## config.mk

```make
export PLATFORM = sky130hd
export DESIGN_NAME = driver_link_decoder_flat
export DESIGN_NICKNAME = d
export VERILOG_FILES = /design/src/rtl/driver_link_decoder_if.sv /design/src/rtl/driver_link_decoder.sv /design/src/flat_wrapper.sv
export SDC_FILE = /design/constraint.sdc
export NUM_CORES = 1
export LEC_CHECK = 0
export BUFFER_PORTS_ARGS = -buffer_cell sky130_fd_sc_hd__clkbuf_2
export CELL_PAD_IN_SITES_DETAIL_PLACEMENT = 2
export CELL_PAD_IN_SITES_GLOBAL_PLACEMENT = 2
export CORE_AREA = 2 2 173 132
export DETAILED_ROUTE_END_ITERATION = 6
export DIE_AREA = 0 0 175 134
export GPL_TIMING_DRIVEN = 1
export MAX_ROUTING_LAYER = met4
export PLACE_DENSITY = 0.89
export REMOVE_ABC_BUFFERS = 1
export SLEW_MARGIN = 15
export SYNTH_ARGS = -nofsm -noshare
export SYNTH_HDL_FRONTEND = slang
export SYNTH_SLANG_ARGS = --single-unit
```

## constraint.sdc

```tcl
create_clock -name clk -period 2.2 [get_ports clk]
set_input_delay 0.44 -clock clk [delete_from_list [all_inputs] [get_ports clk]]
set_output_delay 0.44 -clock clk [all_outputs]
set_load 0.1 [all_outputs]
```

## src/rtl/driver_link_decoder_if.sv

```systemverilog
// Link-side bundle for the TLC5957 link decoder: driver pins in, decoded results out.
interface driver_link_decoder_if #(
  parameter int unsigned SR_WIDTH   = 48,
  parameter int unsigned GCLK_CNT_W = 11
);
  logic                  link_sclk;
  logic                  link_gclk;
  logic                  link_lat;
  logic                  link_sin;
  logic                  link_sout;
  logic                  cmd_valid;
  logic [3:0]            cmd_code;
  logic                  cmd_error;
  logic [SR_WIDTH-1:0]   fc_reg;
  logic                  fc_write_en;
  logic [SR_WIDTH-1:0]   gs_word;
  logic                  gs_word_valid;
  logic [3:0]            gs_word_index;
  logic                  latgs_pulse;
  logic [GCLK_CNT_W-1:0] gclk_per_segment;

  modport master (
    output link_sclk, link_gclk, link_lat, link_sin,
    input  link_sout, cmd_valid, cmd_code, cmd_error, fc_reg, fc_write_en,
           gs_word, gs_word_valid, gs_word_index, latgs_pulse, gclk_per_segment
  );

  modport slave (
    input  link_sclk, link_gclk, link_lat, link_sin,
    output link_sout, cmd_valid, cmd_code, cmd_error, fc_reg, fc_write_en,
           gs_word, gs_word_valid, gs_word_index, latgs_pulse, gclk_per_segment
  );
endinterface

```

## src/rtl/driver_link_decoder.sv

```systemverilog
// Oversampling receiver for the TLC5957 link: decodes LAT-width commands, rebuilds
// FC/GS words, counts GCLK per segment and regenerates SOUT from the shift register.
module driver_link_decoder #(
  parameter int unsigned SR_WIDTH   = 48,
  parameter int unsigned MAX_WORDS  = 16,
  parameter int unsigned GCLK_CNT_W = 11
) (
  input logic                  clk,
  input logic                  rst,
  driver_link_decoder_if.slave link
);
  localparam int unsigned CODE_W = 4;
  localparam int unsigned IDXO_W = 4;
  localparam int unsigned IDX_W  = $clog2(MAX_WORDS + 1);

  localparam logic [CODE_W-1:0] CMD_WRTGS   = CODE_W'(1);
  localparam logic [CODE_W-1:0] CMD_LATGS   = CODE_W'(3);
  localparam logic [CODE_W-1:0] CMD_WRTFC   = CODE_W'(5);
  localparam logic [CODE_W-1:0] CMD_READFC  = CODE_W'(11);
  localparam logic [CODE_W-1:0] CMD_FCWRTEN = CODE_W'(15);

  logic sclk_q, gclk_q, lat_q, sin_q;
  logic sclk_prev_q, gclk_prev_q, lat_prev_q;

  logic [SR_WIDTH-1:0]   sr_q, sr_d;
  logic [CODE_W-1:0]     lat_cnt_q, lat_cnt_d;
  logic [IDX_W-1:0]      word_idx_q, word_idx_d;
  logic [GCLK_CNT_W-1:0] gclk_cnt_q, gclk_cnt_d;
  logic                  cmd_valid_q, cmd_valid_d;
  logic [CODE_W-1:0]     cmd_code_q, cmd_code_d;
  logic                  cmd_error_q, cmd_error_d;
  logic [SR_WIDTH-1:0]   fc_reg_q, fc_reg_d;
  logic                  fc_we_q, fc_we_d;
  logic [SR_WIDTH-1:0]   gs_word_q, gs_word_d;
  logic                  gs_valid_q, gs_valid_d;
  logic [IDXO_W-1:0]     gs_index_q, gs_index_d;
  logic                  latgs_q, latgs_d;
  logic [GCLK_CNT_W-1:0] gps_q, gps_d;

  logic sclk_rise, gclk_rise, lat_fall;

  assign sclk_rise = sclk_q & ~sclk_prev_q;
  assign gclk_rise = gclk_q & ~gclk_prev_q;
  assign lat_fall  = lat_prev_q & ~lat_q;

  // Input sampling, edge history and all architectural state.
  always_ff @(posedge clk) begin
    if (rst) begin
      sclk_q      <= 1'b0;
      gclk_q      <= 1'b0;
      lat_q       <= 1'b0;
      sin_q       <= 1'b0;
      sclk_prev_q <= 1'b0;
      gclk_prev_q <= 1'b0;
      lat_prev_q  <= 1'b0;
      sr_q        <= '0;
      lat_cnt_q   <= '0;
      word_idx_q  <= '0;
      gclk_cnt_q  <= '0;
      cmd_valid_q <= 1'b0;
      cmd_code_q  <= '0;
      cmd_error_q <= 1'b0;
      fc_reg_q    <= '0;
      fc_we_q     <= 1'b0;
      gs_word_q   <= '0;
      gs_valid_q  <= 1'b0;
      gs_index_q  <= '0;
      latgs_q     <= 1'b0;
      gps_q       <= '0;
    end else begin
      sclk_q      <= link.link_sclk;
      gclk_q      <= link.link_gclk;
      lat_q       <= link.link_lat;
      sin_q       <= link.link_sin;
      sclk_prev_q <= sclk_q;
      gclk_prev_q <= gclk_q;
      lat_prev_q  <= lat_q;
      sr_q        <= sr_d;
      lat_cnt_q   <= lat_cnt_d;
      word_idx_q  <= word_idx_d;
      gclk_cnt_q  <= gclk_cnt_d;
      cmd_valid_q <= cmd_valid_d;
      cmd_code_q  <= cmd_code_d;
      cmd_error_q <= cmd_error_d;
      fc_reg_q    <= fc_reg_d;
      fc_we_q     <= fc_we_d;
      gs_word_q   <= gs_word_d;
      gs_valid_q  <= gs_valid_d;
      gs_index_q  <= gs_index_d;
      latgs_q     <= latgs_d;
      gps_q       <= gps_d;
    end
  end

  // Shift, count and decode; decode sees the post-shift register value.
  always_comb begin
    sr_d        = sr_q;
    lat_cnt_d   = lat_cnt_q;
    word_idx_d  = word_idx_q;
    gclk_cnt_d  = gclk_cnt_q;
    cmd_valid_d = 1'b0;
    cmd_code_d  = cmd_code_q;
    cmd_error_d = 1'b0;
    fc_reg_d    = fc_reg_q;
    fc_we_d     = fc_we_q;
    gs_word_d   = gs_word_q;
    gs_valid_d  = 1'b0;
    gs_index_d  = gs_index_q;
    latgs_d     = 1'b0;
    gps_d       = gps_q;

    if (sclk_rise) begin
      sr_d = {sr_q[SR_WIDTH-2:0], sin_q};
      if (lat_q && (lat_cnt_q != '1)) begin
        lat_cnt_d = lat_cnt_q + CODE_W'(1);
      end
    end

    if (gclk_rise && (gclk_cnt_q != '1)) begin
      gclk_cnt_d = gclk_cnt_q + GCLK_CNT_W'(1);
    end

    if (lat_fall) begin
      lat_cnt_d = '0;
      if (lat_cnt_q != '0) begin
        cmd_valid_d = 1'b1;
        cmd_code_d  = lat_cnt_q;
        case (lat_cnt_q)
          CMD_WRTGS, CMD_LATGS: begin
            if (word_idx_q == IDX_W'(MAX_WORDS)) begin
              cmd_error_d = 1'b1;
            end else begin
              gs_word_d  = sr_d;
              gs_valid_d = 1'b1;
              gs_index_d = IDXO_W'(word_idx_q);
              word_idx_d = word_idx_q + IDX_W'(1);
            end
            if (lat_cnt_q == CMD_LATGS) begin
              latgs_d    = 1'b1;
              gps_d      = gclk_cnt_d;
              gclk_cnt_d = '0;
              word_idx_d = '0;
            end
          end
          CMD_WRTFC: begin
            if (fc_we_q) begin
              fc_reg_d = sr_d;
              fc_we_d  = 1'b0;
            end
          end
          CMD_READFC:  sr_d = fc_reg_q;
          CMD_FCWRTEN: fc_we_d = 1'b1;
          default:     cmd_error_d = 1'b1;
        endcase
      end
    end
  end

  assign link.link_sout        = sr_q[SR_WIDTH-1];
  assign link.cmd_valid        = cmd_valid_q;
  assign link.cmd_code         = cmd_code_q;
  assign link.cmd_error        = cmd_error_q;
  assign link.fc_reg           = fc_reg_q;
  assign link.fc_write_en      = fc_we_q;
  assign link.gs_word          = gs_word_q;
  assign link.gs_word_valid    = gs_valid_q;
  assign link.gs_word_index    = gs_index_q;
  assign link.latgs_pulse      = latgs_q;
  assign link.gclk_per_segment = gps_q;
endmodule
```

## src/flat_wrapper.sv

```systemverilog
// flat-port wrapper written by rule: the top's interface ports become plain ports
module driver_link_decoder_flat 
#(
  parameter int unsigned SR_WIDTH   = 48,
  parameter int unsigned MAX_WORDS  = 16,
  parameter int unsigned GCLK_CNT_W = 11
)
  (clk, rst, link_link_sclk, link_link_gclk, link_link_lat, link_link_sin, link_link_sout, link_cmd_valid, link_cmd_code, link_cmd_error, link_fc_reg, link_fc_write_en, link_gs_word, link_gs_word_valid, link_gs_word_index, link_latgs_pulse, link_gclk_per_segment);
  driver_link_decoder_if #(.SR_WIDTH(SR_WIDTH), .GCLK_CNT_W(GCLK_CNT_W)) link_i ();
  input logic clk;
  input logic rst;
  input wire logic [$bits(link_i.link_sclk)-1:0] link_link_sclk;
  input wire logic [$bits(link_i.link_gclk)-1:0] link_link_gclk;
  input wire logic [$bits(link_i.link_lat)-1:0] link_link_lat;
  input wire logic [$bits(link_i.link_sin)-1:0] link_link_sin;
  output wire logic [$bits(link_i.link_sout)-1:0] link_link_sout;
  output wire logic [$bits(link_i.cmd_valid)-1:0] link_cmd_valid;
  output wire logic [$bits(link_i.cmd_code)-1:0] link_cmd_code;
  output wire logic [$bits(link_i.cmd_error)-1:0] link_cmd_error;
  output wire logic [$bits(link_i.fc_reg)-1:0] link_fc_reg;
  output wire logic [$bits(link_i.fc_write_en)-1:0] link_fc_write_en;
  output wire logic [$bits(link_i.gs_word)-1:0] link_gs_word;
  output wire logic [$bits(link_i.gs_word_valid)-1:0] link_gs_word_valid;
  output wire logic [$bits(link_i.gs_word_index)-1:0] link_gs_word_index;
  output wire logic [$bits(link_i.latgs_pulse)-1:0] link_latgs_pulse;
  output wire logic [$bits(link_i.gclk_per_segment)-1:0] link_gclk_per_segment;
  assign link_i.link_sclk = link_link_sclk;
  assign link_i.link_gclk = link_link_gclk;
  assign link_i.link_lat = link_link_lat;
  assign link_i.link_sin = link_link_sin;
  assign link_link_sout = link_i.link_sout;
  assign link_cmd_valid = link_i.cmd_valid;
  assign link_cmd_code = link_i.cmd_code;
  assign link_cmd_error = link_i.cmd_error;
  assign link_fc_reg = link_i.fc_reg;
  assign link_fc_write_en = link_i.fc_write_en;
  assign link_gs_word = link_i.gs_word;
  assign link_gs_word_valid = link_i.gs_word_valid;
  assign link_gs_word_index = link_i.gs_word_index;
  assign link_latgs_pulse = link_i.latgs_pulse;
  assign link_gclk_per_segment = link_i.gclk_per_segment;
  driver_link_decoder #(.SR_WIDTH(SR_WIDTH), .MAX_WORDS(MAX_WORDS), .GCLK_CNT_W(GCLK_CNT_W)) u_core (.clk(clk), .rst(rst), .link(link_i));
endmodule
```

==> flow_summary.toml, run 1 <==
[drt]
totalWireLength_mm = 23.8
routed-via-count = 6401
drc = 0
dr.first_iter.drc_count = 333
routedWlPerCell_microns = 20.1
drt_pre_antenna_iters = 4
vias_per_cell = 5.40
postRouteAntennaNets = 0

[synth]
syn_inst = 781
synth_common_cells = "dfxtp_1 (195), a211oi_1 (144), nor2_1 (112)"
syn-cell-area_sq_um = 7520
ys.flop_type = "dfxtp_1"
async_flop_share_pct = 0
yosys_register_bits = 195
avgSynthCellArea_sq_um = 9.63
seq_area_frac_synth_pct = 51.9
ys_warn_count = 0
synth_top_area_share_pct = 51.9
synth_edf_count = 0
post-synth-top-area-cell = "dfxtp_1"
synth.top_cells.by_area = "dfxtp_1 (52%), a211oi_1 (14%), mux2i_1 (7.1%)"
synth.distinct_cells = 50
synth.most_common_cell = "dfxtp_1"

[power]
p_leak_nw = 3.47
ir_worst_vdd_mv = 0.461
pwr_density_cell_nw_per_um2 = 763

[sta]
max_freq_ghz = 0.486
drv_slew = 0
setup_viol = 0
rsz0062_at_grt = "false"
fin_crit_ps = 2060
worstMarginPinSlew_ps = 728
finalHoldViolations = 0
skew_ps = 14.2
tns_ps = 0
period_share_pct = 93.5
max-slew-margin-rel_pct = 51.4

[worst_hold_path]
hp-start = "link_link_sclk"
min_path_type = "in -> reg"

[final_layout]
finalNonFillerCells = 1186
syn2layout_area_growth_pct = 21.9
antenna_cells = 0
nets = 891
nFillCells = 2344
drive_above_1_share_pct = 22.4

[critical_path]
cp-end-kind = "flop"
required_ps = 2500
startpoint = "u_core.lat_cnt_q[0]"
cp-start-kind = "flop"
path_class = "reg -> reg"
reg2reg_from = "u_core.lat_cnt_q[0]"
crit_arrival_ps = 2350
cp_max_fo = 29

[job]
maxCapViolCount = 0

[die]
core_area_sq_um = 21800
rows = 47
num_io_pins = 127
die_h_microns = 134
start_util_pct = 34.5
dieArea_sq_um = 23500
die_x_microns = 175

[clocking]
clkTransAtPathRegs_ps = 80
htreeDepth = 4
cts_tree = "built"
cts-root-buf = "clkbuf_16"
clockBufferDepth = 2
clkSinkCount = 195
ctsHoldBuffers = 0
clk_latency_ps = 440
numCtsBuffers = 17

[place]
post-place-cells = 1152
io_buffer_count = 126
place_hpwl_mm = 15.2
gp_congestion = 0.785

[run_status]
status = "finished clean"

[global_route]
grt_max_degree = 97
grt_pass1_vias = 6780
grt_usage_pct = 21.2
antenna_found_initial = 0
grt_overflow = 0
grt_pass1_wl_mm = 38.5
==> power by group <==
group / internal [mW] / switching [mW] / leakage [nW] / total [mW]
logic: 0.0551 / 0.116 / 1.60 / 0.172
registers: 3.54 / 0.0101 / 1.57 / 3.55
clock network: 1.74 / 1.54 / 0.298 / 3.27
total: 5.33 / 1.66 / 3.47 / 6.99
==> stage by stage <==
step	power [mW]	hold slack [ps]	area, sq um	utilization, %	worst slack, ps
3_3_place_gp	3.79	442	8510	39.0	153
5_1_grt	7.22	225	9170	42.0	61.8
6_report	6.99	217	9170	42.0	144
3_5_place_dp	3.80	453	8510	39.0	-58.9
2_1_floorplan	3.71	430	7190	-	-3190
4_1_cts	7.04	205	9120	41.8	-47.1
==> kinds of logic after synthesis <==
family | Yosys count | share of synthesized area [%]
xor gates and xnor gates | 7 | 0.815
muxes | 54 | 7.21
adders and majority gates | 6 | 0.998
AOI/OAI and AO/OA | 242 | 22.0
DFF | 195 | 51.9
buffers and inverters | 81 | 4.79
and+or+nand+nor | 196 | 12.2
==> cells in the final DEF, fill, tap and decap left out, types with 12 or more instances in the layout <==
cell type | synthesis | layout
clkbuf_16 | 0 | 17
nand3_1 | 12 | 12
buf_4 | 5 | 17
nor2_1 | 112 | 112
dfxtp_1 | 195 | 193
a21oi_1 | 60 | 60
nand2_1 | 18 | 18
o21ai_0 | 15 | 15
clkbuf_2 | 0 | 125
a211oi_1 | 144 | 143
mux2i_1 | 53 | 53
==> area by class of cell <==
type	instances	area, sq um	area share [%]
multi-input combinational	505	3320	36.2
tap	294	368	4.01
timing repair buffer	151	933	10.2
clock buffer	17	425	4.64
sequential	195	3910	42.6
inverter	9	33.8	0.369
clock inverter	15	183	1.99
==> repair_timing <==
| item | 4_1_cts | 5_1_grt |
|---|---|---|
| gates resized for setup | 1 | 7 |
| setup buffers | 0 | 2 |
| setup endpoints to repair | 6 | 65 |
==> worst max-delay path, cell delays in order, from the launching register on <==
cell	delay, ps
dfxtp_2	400
inv_1	70
ha_1	280
or4_1	630
nor2_4	180
buf_12	230
a211oi_1	130
==> worst paths after layout <==
path                                                   endpoint  slack, ps  cells after the start
worst min-delay path                              u_core.sclk_q        220                      2
worst min register to register  u_core.link.gclk_per_segment[5]        470                      2
worst max-delay path                    u_core.link.gs_word[15]        140                      6
worst max register to register          u_core.link.gs_word[15]        140                      6
==> layer usage <==
metal  part of all wire, %  GRT usage [%]  vias up
met5                     0              -        -
met4                   1.2           5.46        0
met3                   3.8           3.94       26
met2                    49           35.2      102
met1                    46           26.8     3222
li1                      -              -     3051
Note: power is estimated with default switching activity, not from simulation.
==> inputs of run 2 (changes only) <==
--- a/config.mk
+++ b/config.mk
@@ -9,11 +9,12 @@
 export CELL_PAD_IN_SITES_DETAIL_PLACEMENT = 2
 export CELL_PAD_IN_SITES_GLOBAL_PLACEMENT = 2
 export CORE_AREA = 2 2 173 132
+export CTS_CLUSTER_DIAMETER = 120
 export DETAILED_ROUTE_END_ITERATION = 6
 export DIE_AREA = 0 0 175 134
 export GPL_TIMING_DRIVEN = 1
 export MAX_ROUTING_LAYER = met4
-export PLACE_DENSITY = 0.89
+export PLACE_DENSITY_LB_ADDON = 0.1
 export REMOVE_ABC_BUFFERS = 1
 export SLEW_MARGIN = 15
 export SYNTH_ARGS = -nofsm -noshare
==> run 2 against run 1 <==
Final area fell by 0.23%. Global-route usage fell by 0.74 points. Combinational power fell by 2%. Die area did not move. Flip-flop and latch count did not move. Clock-buffer cell count did not move. Power fell by 0.23%. Utilization fell by 0.098 points. Clock skew rose by 2.8 ps. Worst setup slack improved by 15 ps. Worst hold slack got worse by 12 ps. First-iteration DRC count fell by 23%. Largest power group unchanged. Highest routed layer unchanged.
==> flow_summary.toml, run 2 (same netlist as run 1, synthesis figures left out) <==
[clocking]
clkTransAtPathRegs_ps = 80
numCtsBuffers = 17
htreeDepth = 4
ctsHoldBuffers = 0
clockBufferDepth = 2
clkSinkCount = 195
postCtsSetupBuffers = 0
cts.repair.resized = 0
cts_tree = "built"
cts-root-buf = "clkbuf_16"
clk_latency_ps = 440

[die]
start_util_pct = 34.5
rows = 47
die_x_microns = 175
core_area_sq_um = 21800
num_io_pins = 127
die_h_microns = 134
dieArea_sq_um = 23500

[critical_path]
crit_arrival_ps = 2420
cp-end-kind = "flop"
path_class = "reg -> reg"
crit_family = "simple AND/OR/NAND/NOR gates"
slowest_delay_ps = 570
cp_max_fo = 7
cp_num_buf_inv = 0
path_cells = "nor2b_1, o2111ai_1, or4_1, nand2_1"
rrSetupSlack_ps = 160
required_ps = 2580
crit_slowest_cell = "or4_1"
cp-start-kind = "flop"

[sta]
tns_ps = 0
skew_ps = 17.0
rsz0062_at_grt = "false"
fin_crit_ps = 2040
max-slew-margin-rel_pct = 53.0
drv_slew = 0
max_freq_ghz = 0.490
period_share_pct = 92.8
worstMarginPinSlew_ps = 705
setup_viol = 0
whs_ps = 205
finalWorstSetupSlack_ps = 159
finalHoldViolations = 0

[place]
gp_congestion = 0.804
io_buffer_count = 126
place_hpwl_mm = 15.0
placed_cell_area_sq_um = 8520
place_ws_ps = 155

[final_layout]
final_cell_mix = "dfxtp_1 (195), a211oi_1 (144), clkbuf_2 (125), nor2_1 (112), a21oi_1 (60)"
stdcell_area_sq_um = 9140
drive_above_1_share_pct = 21.5
antenna_cells = 0
final_common_cell = "dfxtp_1"
syn2layout_area_growth_pct = 21.6
nets = 890

[drt]
drc = 0
totalWireLength_mm = 23.2
routedWlPerCell_microns = 19.6
routed-via-count = 6385
dr.first_iter.drc_count = 256
vias_per_cell = 5.39
postRouteAntennaNets = 0
drt_pre_antenna_iters = 4

[global_route]
grt_overflow = 0
grt_usage_pct = 20.5
grt_pass1_wl_mm = 37.4
grt_max_degree = 150
grt_pass1_vias = 6918
antenna_found_initial = 0

[power]
pwr_density_cell_nw_per_um2 = 763
p_leak_nw = 3.47
power_mw = 6.97
ir_worst_vdd_mv = 0.458

[job]
maxCapViolCount = 0

[run_status]
status = "finished clean"

[worst_hold_path]
min_path_type = "in -> reg"
-- run 2: report_power, final --
group	switching, mW	leakage, nW	internal, mW
clock	1.52	0.303	1.74
combinational	0.115	1.60	0.0536
sequential	0.00971	1.57	3.54
total	1.65	3.47	5.33
-- run 2: per-stage QoR --
step | cells | util (%)
CTS | 1183 | 41.8
floorplan | 709 | -
global route | 1185 | 41.9
global placement | 1151 | 39.0
detailed placement | 1151 | 39.0
finish | 1185 | 41.9
-- run 2: worst reg2reg max path: stages (launching register included) --
cell	delay [ps]
dfxtp_1	390
nor2b_1	510
o2111ai_1	430
or4_1	570
nand2_1	80
-- run 2: final timing paths --
check / endpoint / depth (start not counted) / from
setup / recovery: u_core.word_idx_q[4] / 4 / u_core.lat_q
setup reg to reg: u_core.word_idx_q[4] / 4 / u_core.lat_q
hold reg to reg: u_core.link.gclk_per_segment[5] / 2 / u_core.link.gclk_per_segment[5]
hold / removal: u_core.sclk_q / 2 / link_link_sclk
-- run 2: layout make-up --
cell class | count | area, sq um
tap | 294 | 368
multi-input combinational | 505 | 3290
clock buffer | 17 | 425
timing repair buffer | 150 | 938
clock inverter | 15 | 188
inverter | 9 | 33.8
sequential | 195 | 3900
fill | 2345 | 12700
-- run 2: metal layers --
| layer | track usage (%) | share of wire, % | up-vias |
|---|---|---|---|
| met5 | - | 0 | - |
| met4 | 4.77 | 1.1 | 0 |
| met3 | 4.14 | 3.4 | 19 |
| met2 | 34.1 | 49 | 92 |
| met1 | 25.7 | 47 | 3225 |
| li1 | - | - | 3049 |
